<file path="src/rtl/mpsoc_trace_termination_monitor.sv">
// Per-tile trace monitor: shadows a result register per core, decodes terminate/print markers,
// arbitrates printed characters round-robin and runs a watchdog until every core has terminated.
module mpsoc_trace_termination_monitor #(
  parameter int               NUM_CORES  = 4,
  parameter int               XLEN       = 32,
  parameter int               RESULT_REG = 3,
  parameter logic [XLEN-1:0]  TERM_INSN  = XLEN'(32'h00100013),
  parameter logic [XLEN-1:0]  PUTC_INSN  = XLEN'(32'h00400013),
  parameter int               TMO_W      = 32
) (
  input  logic                      clk,
  input  logic                      rst,
  input  logic [NUM_CORES-1:0]      trace_valid,
  input  logic [NUM_CORES*XLEN-1:0] trace_insn,
  input  logic [NUM_CORES-1:0]      trace_wben,
  input  logic [NUM_CORES*5-1:0]    trace_wbreg,
  input  logic [NUM_CORES*XLEN-1:0] trace_wbdata,
  input  logic [TMO_W-1:0]          timeout_limit,
  output logic                      char_valid,
  input  logic                      char_ready,
  output logic [7:0]                char_data,
  output logic [3:0]                char_core,
  output logic                      char_overflow,
  output logic [NUM_CORES-1:0]      term_mask,
  output logic [4:0]                term_count,
  output logic                      all_terminated,
  output logic [XLEN-1:0]           exit_code,
  output logic                      fail,
  output logic                      timeout
);

  logic [XLEN-1:0]      shadow    [NUM_CORES];
  logic [7:0]           pend_data [NUM_CORES];
  logic [NUM_CORES-1:0] pend_valid;

  logic [NUM_CORES-1:0] wr_hit, term_hit, put_hit;
  logic [NUM_CORES-1:0] grant_oh, drain;
  logic                 grant_valid, load_out;
  logic [3:0]           grant_idx, rr_ptr;
  logic [7:0]           grant_data;
  logic [XLEN-1:0]      first_shadow;
  logic                 first_found, term_bad, ovf_hit;
  logic [TMO_W-1:0]     wd_count;

  // Marker decode; markers see the shadow value registered before this beat.
  always_comb begin
    wr_hit   = '0;
    term_hit = '0;
    put_hit  = '0;
    for (int i = 0; i < NUM_CORES; i++) begin
      wr_hit[i]   = trace_valid[i] & trace_wben[i] & (trace_wbreg[i*5 +: 5] == 5'(RESULT_REG));
      term_hit[i] = trace_valid[i] & ~term_mask[i] & (trace_insn[i*XLEN +: XLEN] == TERM_INSN);
      put_hit[i]  = trace_valid[i] & ~term_mask[i] & (trace_insn[i*XLEN +: XLEN] == PUTC_INSN);
    end
  end

  always_comb begin
    first_shadow = '0;
    first_found  = 1'b0;
    term_bad     = 1'b0;
    for (int i = 0; i < NUM_CORES; i++) begin
      if (term_hit[i]) begin
        if (!first_found) begin
          first_shadow = shadow[i];
          first_found  = 1'b1;
        end
        if (shadow[i] != '0) term_bad = 1'b1;
      end
    end
  end

  // Round-robin: first pass covers indices above rr_ptr, second pass wraps to 0..rr_ptr.
  always_comb begin
    grant_valid = 1'b0;
    grant_idx   = '0;
    grant_data  = '0;
    grant_oh    = '0;
    for (int j = 0; j < NUM_CORES; j++) begin
      if (!grant_valid && pend_valid[j] && (j > int'(rr_ptr))) begin
        grant_valid = 1'b1;
        grant_idx   = 4'(j);
        grant_data  = pend_data[j];
        grant_oh[j] = 1'b1;
      end
    end
    for (int j = 0; j < NUM_CORES; j++) begin
      if (!grant_valid && pend_valid[j] && (j <= int'(rr_ptr))) begin
        grant_valid = 1'b1;
        grant_idx   = 4'(j);
        grant_data  = pend_data[j];
        grant_oh[j] = 1'b1;
      end
    end
  end

  assign load_out = ~char_valid | char_ready;
  assign drain    = grant_oh & {NUM_CORES{load_out}};
  assign ovf_hit  = |(put_hit & pend_valid & ~drain);

  // NOTE: sequential state uses non-blocking assignments so every register samples pre-edge values.
  always_ff @(posedge clk or posedge rst) begin
    if (rst) begin
      // NOTE: the small per-core arrays are reset too, so a mid-run reset discards pending characters.
      for (int i = 0; i < NUM_CORES; i++) begin
        shadow[i]    <= '0;
        pend_data[i] <= '0;
      end
      pend_valid     <= '0;
      rr_ptr         <= 4'(NUM_CORES - 1);
      char_valid     <= 1'b0;
      char_data      <= '0;
      char_core      <= '0;
      char_overflow  <= 1'b0;
      term_mask      <= '0;
      term_count     <= '0;
      all_terminated <= 1'b0;
      exit_code      <= '0;
      fail           <= 1'b0;
      timeout        <= 1'b0;
      wd_count       <= '0;
    end else begin
      for (int i = 0; i < NUM_CORES; i++) begin
        if (wr_hit[i]) shadow[i] <= trace_wbdata[i*XLEN +: XLEN];
        if (put_hit[i] && !(pend_valid[i] && !drain[i])) begin
          pend_valid[i] <= 1'b1;
          pend_data[i]  <= shadow[i][7:0];
        end else if (drain[i]) begin
          pend_valid[i] <= 1'b0;
        end
      end
      if (ovf_hit) char_overflow <= 1'b1;

      if (load_out) begin
        char_valid <= grant_valid;
        if (grant_valid) begin
          char_data <= grant_data;
          char_core <= grant_idx;
          rr_ptr    <= grant_idx;
        end
      end

      term_mask <= term_mask | term_hit;
      if (term_bad) fail <= 1'b1;
      if ((term_mask == '0) && first_found) exit_code <= first_shadow;
      term_count     <= 5'($countones(term_mask));
      all_terminated <= &term_mask;

      if (!all_terminated && (wd_count != '1)) wd_count <= wd_count + TMO_W'(1);
      if ((timeout_limit != '0) && (wd_count == timeout_limit)) timeout <= 1'b1;
    end
  end

endmodule

</file>
<file path="config.mk">
export PLATFORM = sky130hd
export DESIGN_NAME = mpsoc_trace_termination_monitor
export DESIGN_NICKNAME = d
export VERILOG_FILES = /design/src/rtl/mpsoc_trace_termination_monitor.sv
export SDC_FILE = /design/constraint.sdc
export NUM_CORES = 1
export LEC_CHECK = 0
export ABC_AREA = 1
export BUFFER_PORTS_ARGS = -buffer_cell sky130_fd_sc_hd__buf_2
export CAP_MARGIN = 20
export CORE_MARGIN = 5
export CORE_UTILIZATION = 30
export CTS_CLUSTER_SIZE = 12
export DETAILED_ROUTE_END_ITERATION = 7
export GPL_TIMING_DRIVEN = 1
export HOLD_SLACK_MARGIN = 0.12
export PLACE_DENSITY = 0.56
export RECOVER_POWER = 25
export SYNTH_ARGS = -nofsm -noshare
export SYNTH_HDL_FRONTEND = slang
export SYNTH_SLANG_ARGS = --single-unit
</file>
<file path="constraint.sdc">
create_clock -name clk -period 9.35 [get_ports clk]
set_input_delay 1.87 -clock clk [delete_from_list [all_inputs] [get_ports clk]]
set_output_delay 1.87 -clock clk [all_outputs]
set_load 0.005 [all_outputs]
</file>
==> impl_metrics.tcl, run 1 <==
set metrics [dict create \
    status "finished, violations left" \
    violations "max-capacitance violations, max-slew violations" \
    clock_sinks 252 \
    synth_area_per_cell_sq_um 7.80 \
    final_max_slew_viol_count 116 \
    endpoint_kind "async pin" \
    crit_fanout 115 \
    first_pass_iters 5 \
    leakage_uw 0.00912 \
    synth_area_sq_um 14000 \
    cts_root_buffer "clkbuf_16" \
    synth-xor-area-share 0.0364 \
    synth_fa_ha_area_frac 0.00591 \
    drt_drc_violations_left 0 \
    rr_startpoint "term_mask[0]$_DFF_PP0_" \
    area_delta_synth_final_pct 24.0 \
    dieArea_sq_um 51000 \
    rrSetupSlack_ns 6.34 \
    slowest_stage "clkinvlp_2" \
    synth_seq_cells 252 \
    setup_violations 0 \
    port_buffers 372 \
    cp_cell_sequence "clkbuf_1, clkinvlp_2" \
    routed_wl_um 49900 \
    hold_path_depth 2 \
    muxShareOfSynthArea 0.0704 \
    h-tree-depth 1 \
    drive_gt1_frac 0.265 \
    hold_viol 0 \
    maxCapViolCount 1 \
    setup_tns_ns 0 \
    clk_latency_ns 0.60 \
    dieHeight_um 226 \
    clk_path_buf_depth 3 \
    synth_top_family_by_area "simple AND/OR/NAND/NOR gates" \
    ys_top_cells_by_area "dfrtp_1 45%, nor2_1 12%, nand2_1 9.3%" \
    worstPathRequired_ns 9.07 \
    antenna_found_initial 12 \
    timing.rr.end "exit_code[21]$_DFFE_PP0P_" \
    synth_edf_count 0 \
    diodes 0 \
    ff2ff_path_depth 13 \
    holdPathEnd "fail$_DFFE_PP0P_" \
    core_area_sq_um 46400 \
    clkTransAtPathRegs_ns 0.06 \
    rsz0062_at_grt "no" \
    cts_tree "built" \
    fin_worst_skew_ns 0.0359 \
    post-route-min-period_ns 5.28 \
    dr_total_vias 12900 \
    synth_cell_type_count 49 \
    synth_top_area_frac 0.448 \
    synth_compound_area_frac 0.0524 \
    netlist_instances 1792 \
    nNetsFinal 2477 \
    initial_core_util 0.301 \
    ctsHoldBuffers 0 \
    final_cells 2779 \
    io_pins 377 \
    max_stage_delay_ns 2.91 \
    synth-simple-area-share 0.302 \
    async_flop_share 1.00 \
    ctsResizeCount 0 \
    post_cts_buffers 0 \
    grtUsageTotal 0.189 \
    avgViaCountPerCell 4.65 \
    gp_congestion 0.913 \
    grt_max_degree 139 \
    yosys_most_used_dff "dfrtp_1" \
    row_count 79 \
    yosys_warnings 0 \
    antenna_left 0 \
    hp-class "reg2reg" \
    grt_pass1_vias 13200 \
    ir_worst_vdd_v 0.000132 \
    arrival_ns 5.00 \
    worstHoldStart "fail$_DFFE_PP0P_" \
    critPathLaunchType "primary input" \
    crit_family "buffers and inverters" \
    die_w_um 226 \
    wl_per_cell_um 17.9 \
    synth_top_cell_by_area "dfrtp_1" \
    path_buf_inv 2 \
    fmax_mhz 190 \
    dp_hpwl_um 39500 \
    fin_crit_sh 0.564 \
    grt_first_pass_wirelength_um 75600 \
    drt_iter0_markers 713 \
    gr-total-overflow 0 \
    tightest_slew_ns 5.28 \
    slew_headroom -2.54 \
    synth.yosys.seq_area_share 0.451 \
    critPathKind "in2async" \
    numCtsBuffers 30 \
    powerDensity_nw_per_um2 151 \
    place_inst 2727 \
]
## cell families (layout without fill, tap and decap cells)
kind of cell | after synthesis | count (layout)
other | 1 | 4
AO/OA/AOI/OAI | 122 | 122
buffers and inverters | 275 | 652
flip-flops | 252 | 252
adder cells (fa/ha/maj) | 6 | 6
multiplexers | 87 | 87
XOR/XNOR | 58 | 58
AND/OR/NAND/NOR | 991 | 991
## cell usage after synthesis (2+ instances only)
cell type,number
o21ai_0,6
nor4_1,38
or2_2,6
xnor2_1,26
nand2_4,5
mux2_2,86
a21oi_1,69
inv_2,3
o21ai_1,7
nand4_2,2
buf_4,4
nor2_2,2
dfstp_2,2
dfrtp_1,250
o211ai_1,3
clkbuf_1,25
xor2_1,32
and2_1,10
inv_1,214
buf_2,19
o22ai_1,8
nand2_2,15
ha_1,5
o21ai_2,26
and2_0,2
nand3b_1,2
nor3_1,25
nand4_1,42
nand3_1,37
clkinv_1,2
nor2_1,450
buf_6,6
nand2_1,347
## placed cells by master, fill, tap and decap left out, types with 3 or more instances in the layout
cell type  instances
a21oi_1           69
and2_1            10
buf_2            371
buf_4              7
clkbuf_1          10
clkbuf_16         30
clkbuf_8           4
clkinv_2           6
conb_1             4
dfrtp_1          250
ha_1               5
inv_1            215
mux2_2            86
nand2_1          348
nand2_2           15
nand2_4            4
nand3_1           35
nand3_2            3
nand4_1           42
nor2_1           449
nor2_2             3
nor3_1            25
nor4_1            38
o211ai_1           3
o21ai_0            8
o21ai_1            7
o21ai_2           24
o22ai_1            8
or2_2              6
xnor2_1           26
xor2_1            32
## metal layers
| layer | up-vias | GRT usage | wire, um |
|---|---|---|---|
| li1 | 6354 | - | - |
| met1 | 6166 | 0.245 | 21600 |
| met2 | 289 | 0.329 | 24600 |
| met3 | 83 | 0.0381 | 2420 |
| met4 | 20 | 0.0414 | 1110 |
| met5 | - | 0 | 116 |
## state kept, by name (all words and copies together), names as in the netlist
signal	cells
pend_data	32
pend_valid	4
rr_ptr	2
char_valid	1
all_terminated	1
shadow	128
term_mask	4
timeout	1
exit_code	32
wd_count	32
char_core	2
char_overflow	1
term_count	3
fail	1
char_data	8
## where the power goes
part,switching (uW),leakage [uW],internal (uW)
Clock,481,0.000462,649
Combinational,151,0.00542,124
Sequential,53.8,0.00324,1160
## worst max-delay path by stage
stage,cells after the start,to,startpoint
final,2,char_data[2]$_DFFE_PP0P_,rst
after global routing,2,pend_data[4]$_DFFE_PP0P_,rst
after CTS,12,exit_code[20]$_DFFE_PP0P_,trace_insn[12]
after detailed placement,12,exit_code[22]$_DFFE_PP0P_,trace_insn[12]
after global placement,11,exit_code[22]$_DFFE_PP0P_,trace_insn[13]
after floorplan,1,all_terminated$_DFF_PP0_,rst
## layout make-up
| type | instances | area, sq um |
|---|---|---|
| Sequential cell | 252 | 6310 |
| Clock buffer | 43 | 840 |
| Inverter | 219 | 823 |
| Tap cell | 607 | 759 |
| Fill cell | 4882 | 29000 |
| Clock inverter | 9 | 98.8 |
| Multi-Input combinational cell | 1268 | 6540 |
| Timing Repair Buffer | 381 | 1960 |
## through the flow
stage                     hold WS [ns]  worst slack [ns]  cell area, sq um  power [uW]   util
after global placement           0.449              4.27             16400        1510  0.353
final                            0.463              4.07             17300        2620  0.374
after global routing             0.502              2.96             17300        2740  0.374
after detailed placement         0.450              4.68             16400        1510  0.354
after floorplan                  0.442             0.555             14000        1370      -
after CTS                        0.464              5.31             17400        2660  0.374
(Power assumes the default switching activity.)
==> inputs of run 2 (changes only) <==
--- a/config.mk
+++ b/config.mk
@@ -14,7 +14,7 @@
 export DETAILED_ROUTE_END_ITERATION = 7
 export GPL_TIMING_DRIVEN = 1
 export HOLD_SLACK_MARGIN = 0.12
-export PLACE_DENSITY = 0.56
+export PLACE_DENSITY = 0.57
 export RECOVER_POWER = 25
 export SYNTH_ARGS = -nofsm -noshare
 export SYNTH_HDL_FRONTEND = slang
==> constraint.sdc (replaced) <==
create_clock -name clk -period 4.65 [get_ports clk]
set_input_delay 0.93 -clock clk [delete_from_list [all_inputs] [get_ports clk]]
set_output_delay 0.93 -clock clk [all_outputs]
set_load 0.005 [all_outputs]
==> run 2 against run 1 <==
  * The flow still finishes with violations (max-capacitance violations, max-slew violations)
  * Combinational power grew 98%
  * Global-route usage is 0.28 points lower
  * Critical path depth is 1 higher
  * Utilization is 0.39 points higher
  * First-iteration DRC count is 3.4% higher
  * Non-clock buffer count grew 4
  * Total power is 110% higher
==> impl_metrics.tcl, run 2 (same netlist as run 1, synthesis figures left out) <==
set metrics [dict create \
    initial_core_util 0.301 \
    setup_tns_ns 0 \
    ff2ff_path_depth 13 \
    ctsResizeCount 0 \
    first_pass_iters 5 \
    clock_sinks 252 \
    drt_iter0_markers 737 \
    timing.rr.end "exit_code[8]$_DFFE_PP0P_" \
    critPathKind "in2async" \
    numCtsBuffers 31 \
    critPathLaunchType "primary input" \
    area_delta_synth_final_pct 25.3 \
    drt_drc_violations_left 0 \
    rsz0062_at_grt "no" \
    stdcell_area_sq_um 17500 \
    crit_fanout 65 \
    grt_first_pass_wirelength_um 74600 \
    ir_worst_vdd_v 0.000308 \
    post-route-min-period_ns 3.16 \
    setup_violations 0 \
    post_cts_buffers 0 \
    fin_crit_sh 0.679 \
    arrival_ns 3.53 \
    gr-total-overflow 0 \
    clkTransAtPathRegs_ns 0.06 \
    final_cell_mix "449 x nor2_1, 372 x buf_2, 347 x nand2_1, 250 x dfrtp_1, 214 x inv_1" \
    avgViaCountPerCell 4.66 \
    rrSetupSlack_ns 1.82 \
    place_inst 2730 \
    startpoint "rst" \
    powerDensity_nw_per_um2 314 \
    largest_register_ff_count 128 \
    leakage_uw 0.00921 \
    grt_max_degree 86 \
    antenna_left 0 \
    dr_total_vias 13000 \
    violations "max-capacitance violations, max-slew violations" \
    port_buffers 372 \
    worst_slack_ns 1.49 \
    drive_gt1_frac 0.272 \
    fin_worst_skew_ns 0.0130 \
    dp_slack_ns 1.43 \
    grtUsageTotal 0.187 \
    cts_root_buffer "clkbuf_16" \
    rr_startpoint "term_mask[0]$_DFF_PP0_" \
    die_w_um 226 \
    endpoint_kind "async pin" \
    place_area_sq_um 16400 \
    wl_per_cell_um 17.5 \
    row_count 79 \
    hp-class "reg2reg" \
    dp_hpwl_um 39200 \
    hold_viol 0 \
    worstPathRequired_ns 5.02 \
    grt_pass1_vias 13100 \
    core_area_sq_um 46400 \
    ctsHoldBuffers 0 \
    routed_wl_um 49000 \
    io_pins 377 \
    dieArea_sq_um 51000 \
    gp_congestion 0.903 \
    dieHeight_um 226 \
    maxCapViolCount 3 \
    fmax_mhz 317 \
    status "finished, violations left" \
    nNetsFinal 2482 \
    h-tree-depth 1 \
    mostFrequentLayoutCell "nor2_1" \
    tightest_slew_ns 1.77 \
    antenna_found_initial 12 \
    worstHoldStart "fail$_DFFE_PP0P_" \
    cts_tree "built" \
    regMostFlops "shadow" \
    crit_end "shadow[62]$_DFFE_PP0P_" \
    clk_latency_ns 0.58 \
    final_max_slew_viol_count 135 \
    clk_path_buf_depth 3 \
    slew_headroom -0.190 \
    final_cells 2793 \
]
-- run 2: cell count changes in the layout (fill, tap and decap cells not counted), moves of 2 or more --
cell	previous run	this run
clkbuf_8	4	13
clkbuf_1	10	5
clkinv_2	6	4
o21ai_2	24	26
diode_2	0	6
o21ai_0	8	6
buf_4	7	9
-- run 2: layout make-up --
type	instances	area [sq um]
multi-input cells	1268	6550
clock inverters	8	109
diodes	6	15.0
fillers	4908	28800
clock buffers	48	970
repair buffers	385	1980
inverters	219	823
flip-flops and latches	252	6310
well taps	607	759
-- run 2: worst min-delay path by stage --
stage | slack [ns] | end | cells after the start
floorplan | 0.44 | pend_data[16]$_DFFE_PP0P_ | 2
global placement | 0.45 | fail$_DFFE_PP0P_ | 2
detailed placement | 0.46 | fail$_DFFE_PP0P_ | 2
CTS | 0.48 | fail$_DFFE_PP0P_ | 2
global route | 0.50 | rr_ptr[0]$_DFFE_PP1P_ | 2
finish | 0.47 | fail$_DFFE_PP0P_ | 2
-- run 2: metrics by stage --
| step | utilization | total power [uW] | hold WS, ns |
|---|---|---|---|
| 2_1_floorplan | - | 2750 | 0.442 |
| 3_3_place_gp | 0.354 | 3030 | 0.453 |
| 3_5_place_dp | 0.354 | 3040 | 0.462 |
| 4_1_cts | 0.378 | 5590 | 0.475 |
| 5_1_grt | 0.378 | 5750 | 0.500 |
| 6_report | 0.378 | 5510 | 0.474 |
-- run 2: layer usage --
metal	GRT usage	wire [um]	vias to the layer above	share of wire
met2	0.313	23500	373	0.48
met3	0.0411	3100	94	0.063
met5	0	109	-	0.0022
li1	-	-	6383	-
met1	0.243	20800	6150	0.42
met4	0.0547	1480	16	0.030
-- run 2: worst max-delay path, stage by stage --
cell and delay (ns):
buf_2 0.10, clkinvlp_2 1.01, clkbuf_2 1.35
-- run 2: report_power, final --
part / internal (uW) / switching [uW]
logic: 250 / 295
clock network: 1540 / 972
registers: 2340 / 112
total: 4130 / 1380
==> inputs of run 3 (changes only) <==
--- a/config.mk
+++ b/config.mk
@@ -5,7 +5,7 @@
 export SDC_FILE = /design/constraint.sdc
 export NUM_CORES = 1
 export LEC_CHECK = 0
-export ABC_AREA = 1
+export ABC_AREA = 0
 export BUFFER_PORTS_ARGS = -buffer_cell sky130_fd_sc_hd__buf_2
 export CAP_MARGIN = 20
 export CORE_MARGIN = 5
@@ -14,7 +14,7 @@
 export DETAILED_ROUTE_END_ITERATION = 7
 export GPL_TIMING_DRIVEN = 1
 export HOLD_SLACK_MARGIN = 0.12
-export PLACE_DENSITY = 0.57
+export PLACE_DENSITY = 0.56
 export RECOVER_POWER = 25
 export SYNTH_ARGS = -nofsm -noshare
 export SYNTH_HDL_FRONTEND = slang
==> constraint.sdc (replaced) <==
create_clock -name clk -period 3.25 [get_ports clk]
set_input_delay 0.65 -clock clk [delete_from_list [all_inputs] [get_ports clk]]
set_output_delay 0.65 -clock clk [all_outputs]
set_load 0.005 [all_outputs]
==> run 3 against run 2 <==
  * The run still ends with max-capacitance violations, max-slew violations left
  * Final cell count decreased by 27%
  * Sequential power is 48% higher
  * Synthesized cell count is 38% lower
  * Largest power group is now sequential cells
  * Register-to-register slack got worse by 1.2 ns
  * Setup slack worse by 0.91 ns
==> impl_metrics.tcl, run 3 <==
set metrics [dict create \
    status "finished, violations left" \
    violations "max-capacitance violations, max-slew violations" \
    async_flop_share 1.00 \
    synth_top_area_frac 0.498 \
    path_buf_inv 2 \
    drt_drc_violations_left 0 \
    dieHeight_um 215 \
    endpoint_kind "flip-flop" \
    grt_max_degree 94 \
    io_pins 377 \
    dp_hpwl_um 35600 \
    hold_viol 0 \
    p_int_uw 5890 \
    cts_root_buffer "clkbuf_16" \
    switching_share 0.249 \
    final_max_slew_viol_count 137 \
    clkTransAtPathRegs_ns 0.06 \
    die_w_um 215 \
    drt_iter0_markers 649 \
    critPathKind "reg2reg" \
    tightest_slew_ns 2.42 \
    nFillCells 4126 \
    area_delta_synth_final_pct 28.1 \
    cpMostUsedCell "buf_12" \
    synth_edf_count 0 \
    first_pass_iters 7 \
    gr-total-overflow 0 \
    leakage_uw 0.00788 \
    initial_core_util 0.302 \
    largest_register_ff_count 128 \
    synth_cell_type_count 66 \
    ys_top_cells_by_area "dfrtp_1 50%, mux2_2 14%, nor4_1 3.5%" \
    synth_top_cell_by_area "dfrtp_1" \
    synth.yosys.seq_area_share 0.502 \
    slew_headroom -0.612 \
    clock_sinks 252 \
    pwr-share-clk 0.447 \
    fin_crit_sh 0.822 \
    ctsHoldBuffers 0 \
    crit_family "simple AND/OR/NAND/NOR gates" \
    fmax_mhz 374 \
    fin_worst_skew_ns 0.0209 \
    crit_fanout 64 \
    critPathLaunchType "flip-flop" \
    row_count 75 \
    powerDensity_nw_per_um2 488 \
    regMostFlops "shadow" \
    ff2ff_path_depth 7 \
    port_buffers 372 \
    netlist_instances 1117 \
    avgViaCountPerCell 5.18 \
    p_comb_frac 0.090 \
    routed_wl_um 46400 \
    post-route-min-period_ns 2.67 \
    maxCapViolCount 2 \
    timing.rr.end "exit_code[3]$_DFFE_PP0P_" \
    dieArea_sq_um 46100 \
    synth_area_sq_um 12600 \
    p_sw_uw 1960 \
    p_seq_frac 0.462 \
    ir_worst_vdd_v 0.000356 \
    max_stage_delay_ns 0.51 \
    arrival_ns 3.11 \
    place_area_sq_um 15100 \
    mostFrequentLayoutCell "buf_2" \
    dr_total_vias 10600 \
    final_cell_mix "371 x buf_2, 250 x dfrtp_1, 155 x mux2_2, 71 x nor4_1, 68 x nand2_1" \
    post_cts_buffers 0 \
    rsz0062_at_grt "no" \
    grtUsageTotal 0.194 \
    yosysMostFrequentCell "dfrtp_1" \
    hold_ws_ns 0.198 \
    wl_per_cell_um 22.7 \
    stdcell_area_sq_um 16100 \
    yosys_most_used_dff "dfrtp_1" \
    drive_gt1_frac 0.411 \
    gp_congestion 0.912 \
    rr_startpoint "term_mask[2]$_DFF_PP0_" \
    synth_seq_cells 252 \
    synth_common_cells "250 x dfrtp_1, 155 x mux2_2, 71 x nor4_1" \
    numCtsBuffers 29 \
    antenna_found_initial 7 \
    slowest_stage "and4b_1" \
    h-tree-depth 1 \
    rrSetupSlack_ns 0.58 \
    cts_tree "built" \
    nNetsFinal 1806 \
    hp-class "in2async" \
    grt_pass1_vias 10900 \
    antenna_left 0 \
    core_area_sq_um 41700 \
    clk_path_buf_depth 3 \
    clk_latency_ns 0.57 \
    grt_first_pass_wirelength_um 69700 \
    ctsResizeCount 0 \
    yosys_warnings 0 \
    setup_violations 0 \
    cp_cell_sequence "and4b_1, nand4_1, nor4b_4, buf_12, o41ai_4, buf_12, o31a_1" \
    worstPathRequired_ns 3.69 \
    synth_area_per_cell_sq_um 11.3 \
]
==> run 3: cell count changes after synthesis, moves of 23 or more <==
| cell | change |
|---|---|
| o31a_1 | +32 |
| nand2_1 | -279 |
| o21ai_2 | -26 |
| nand2b_1 | +25 |
| nor2_1 | -385 |
| nor4_1 | +33 |
| and2_1 | +23 |
| mux2_2 | +69 |
| a21oi_1 | -63 |
| a31oi_1 | +36 |
| inv_1 | -192 |
==> run 3: how the worst max path moves through the flow <==
stage	to	from	depth (start not counted)
2_1_floorplan	all_terminated$_DFF_PP0_	rst	1
3_3_place_gp	exit_code[16]$_DFFE_PP0P_	trace_insn[58]	8
3_5_place_dp	exit_code[21]$_DFFE_PP0P_	trace_insn[58]	7
4_1_cts	exit_code[3]$_DFFE_PP0P_	term_mask[2]$_DFF_PP0_	7
5_1_grt	wd_count[30]$_DFFE_PP0P_	rst	3
6_report	exit_code[3]$_DFFE_PP0P_	term_mask[2]$_DFF_PP0_	7
==> run 3: cells by family (layout without fill, tap and decap cells) <==
| family | Yosys count | after routing | share of synthesized area |
|---|---|---|---|
| simple gates | 422 | 422 | 0.193 |
| flops | 252 | 252 | 0.502 |
| mux | 164 | 164 | 0.147 |
| compound gates | 125 | 125 | 0.0769 |
| buf+inv | 84 | 468 | 0.0312 |
| xor+xnor | 63 | 63 | 0.0439 |
| fa+ha+maj | 6 | 6 | 0.00657 |
| other cells | 1 | 6 | 0.000298 |
==> run 3: cell type report <==
cell class | count | area, sq um | share of cell area
sequential | 252 | 6310 | 0.392
multi-input combinational | 784 | 5890 | 0.366
timing repair buffer | 392 | 2100 | 0.131
clock buffer | 43 | 858 | 0.0533
tap | 539 | 674 | 0.0419
clock inverter | 11 | 175 | 0.0109
inverter | 22 | 83.8 | 0.00521
antenna | 2 | 5.00 | 0.000311
==> run 3: worst reg2reg max path: stages (launching register included) <==
cell	delay, ns
dfrtp_1	0.45
and4b_1	0.51
nand4_1	0.23
nor4b_4	0.32
buf_12	0.26
o41ai_4	0.12
buf_12	0.21
o31a_1	0.43
==> run 3: power groups by stage <==
| stage | clock [uW] | sequential [uW] | combinational (uW) |
|---|---|---|---|
| 2_1_floorplan | 0 | 3550 | 369 |
| 3_3_place_gp | 0 | 3690 | 711 |
| 3_5_place_dp | 0 | 3690 | 718 |
| 4_1_cts | 3600 | 3630 | 723 |
| 5_1_grt | 3720 | 3660 | 781 |
| 6_report | 3510 | 3630 | 708 |
==> run 3: per-stage QoR <==
stage	setup TNS, ns	utilization	total power, uW	std cells	setup WS, ns
after floorplan	-178.51	-	3920	1120	-0.714
after global placement	0	0.362	4400	1989	0.114
after detailed placement	0	0.362	4410	1989	0.0589
after CTS	0	0.387	7960	2043	0.628
after global routing	0	0.386	8160	2044	0.225
final	0	0.387	7850	2045	0.579
==> run 3: layer usage <==
layer	track usage	routed length (um)
met1	0.257	19900
met2	0.320	22000
met3	0.0483	3220
met4	0.0479	1160
met5	0	69
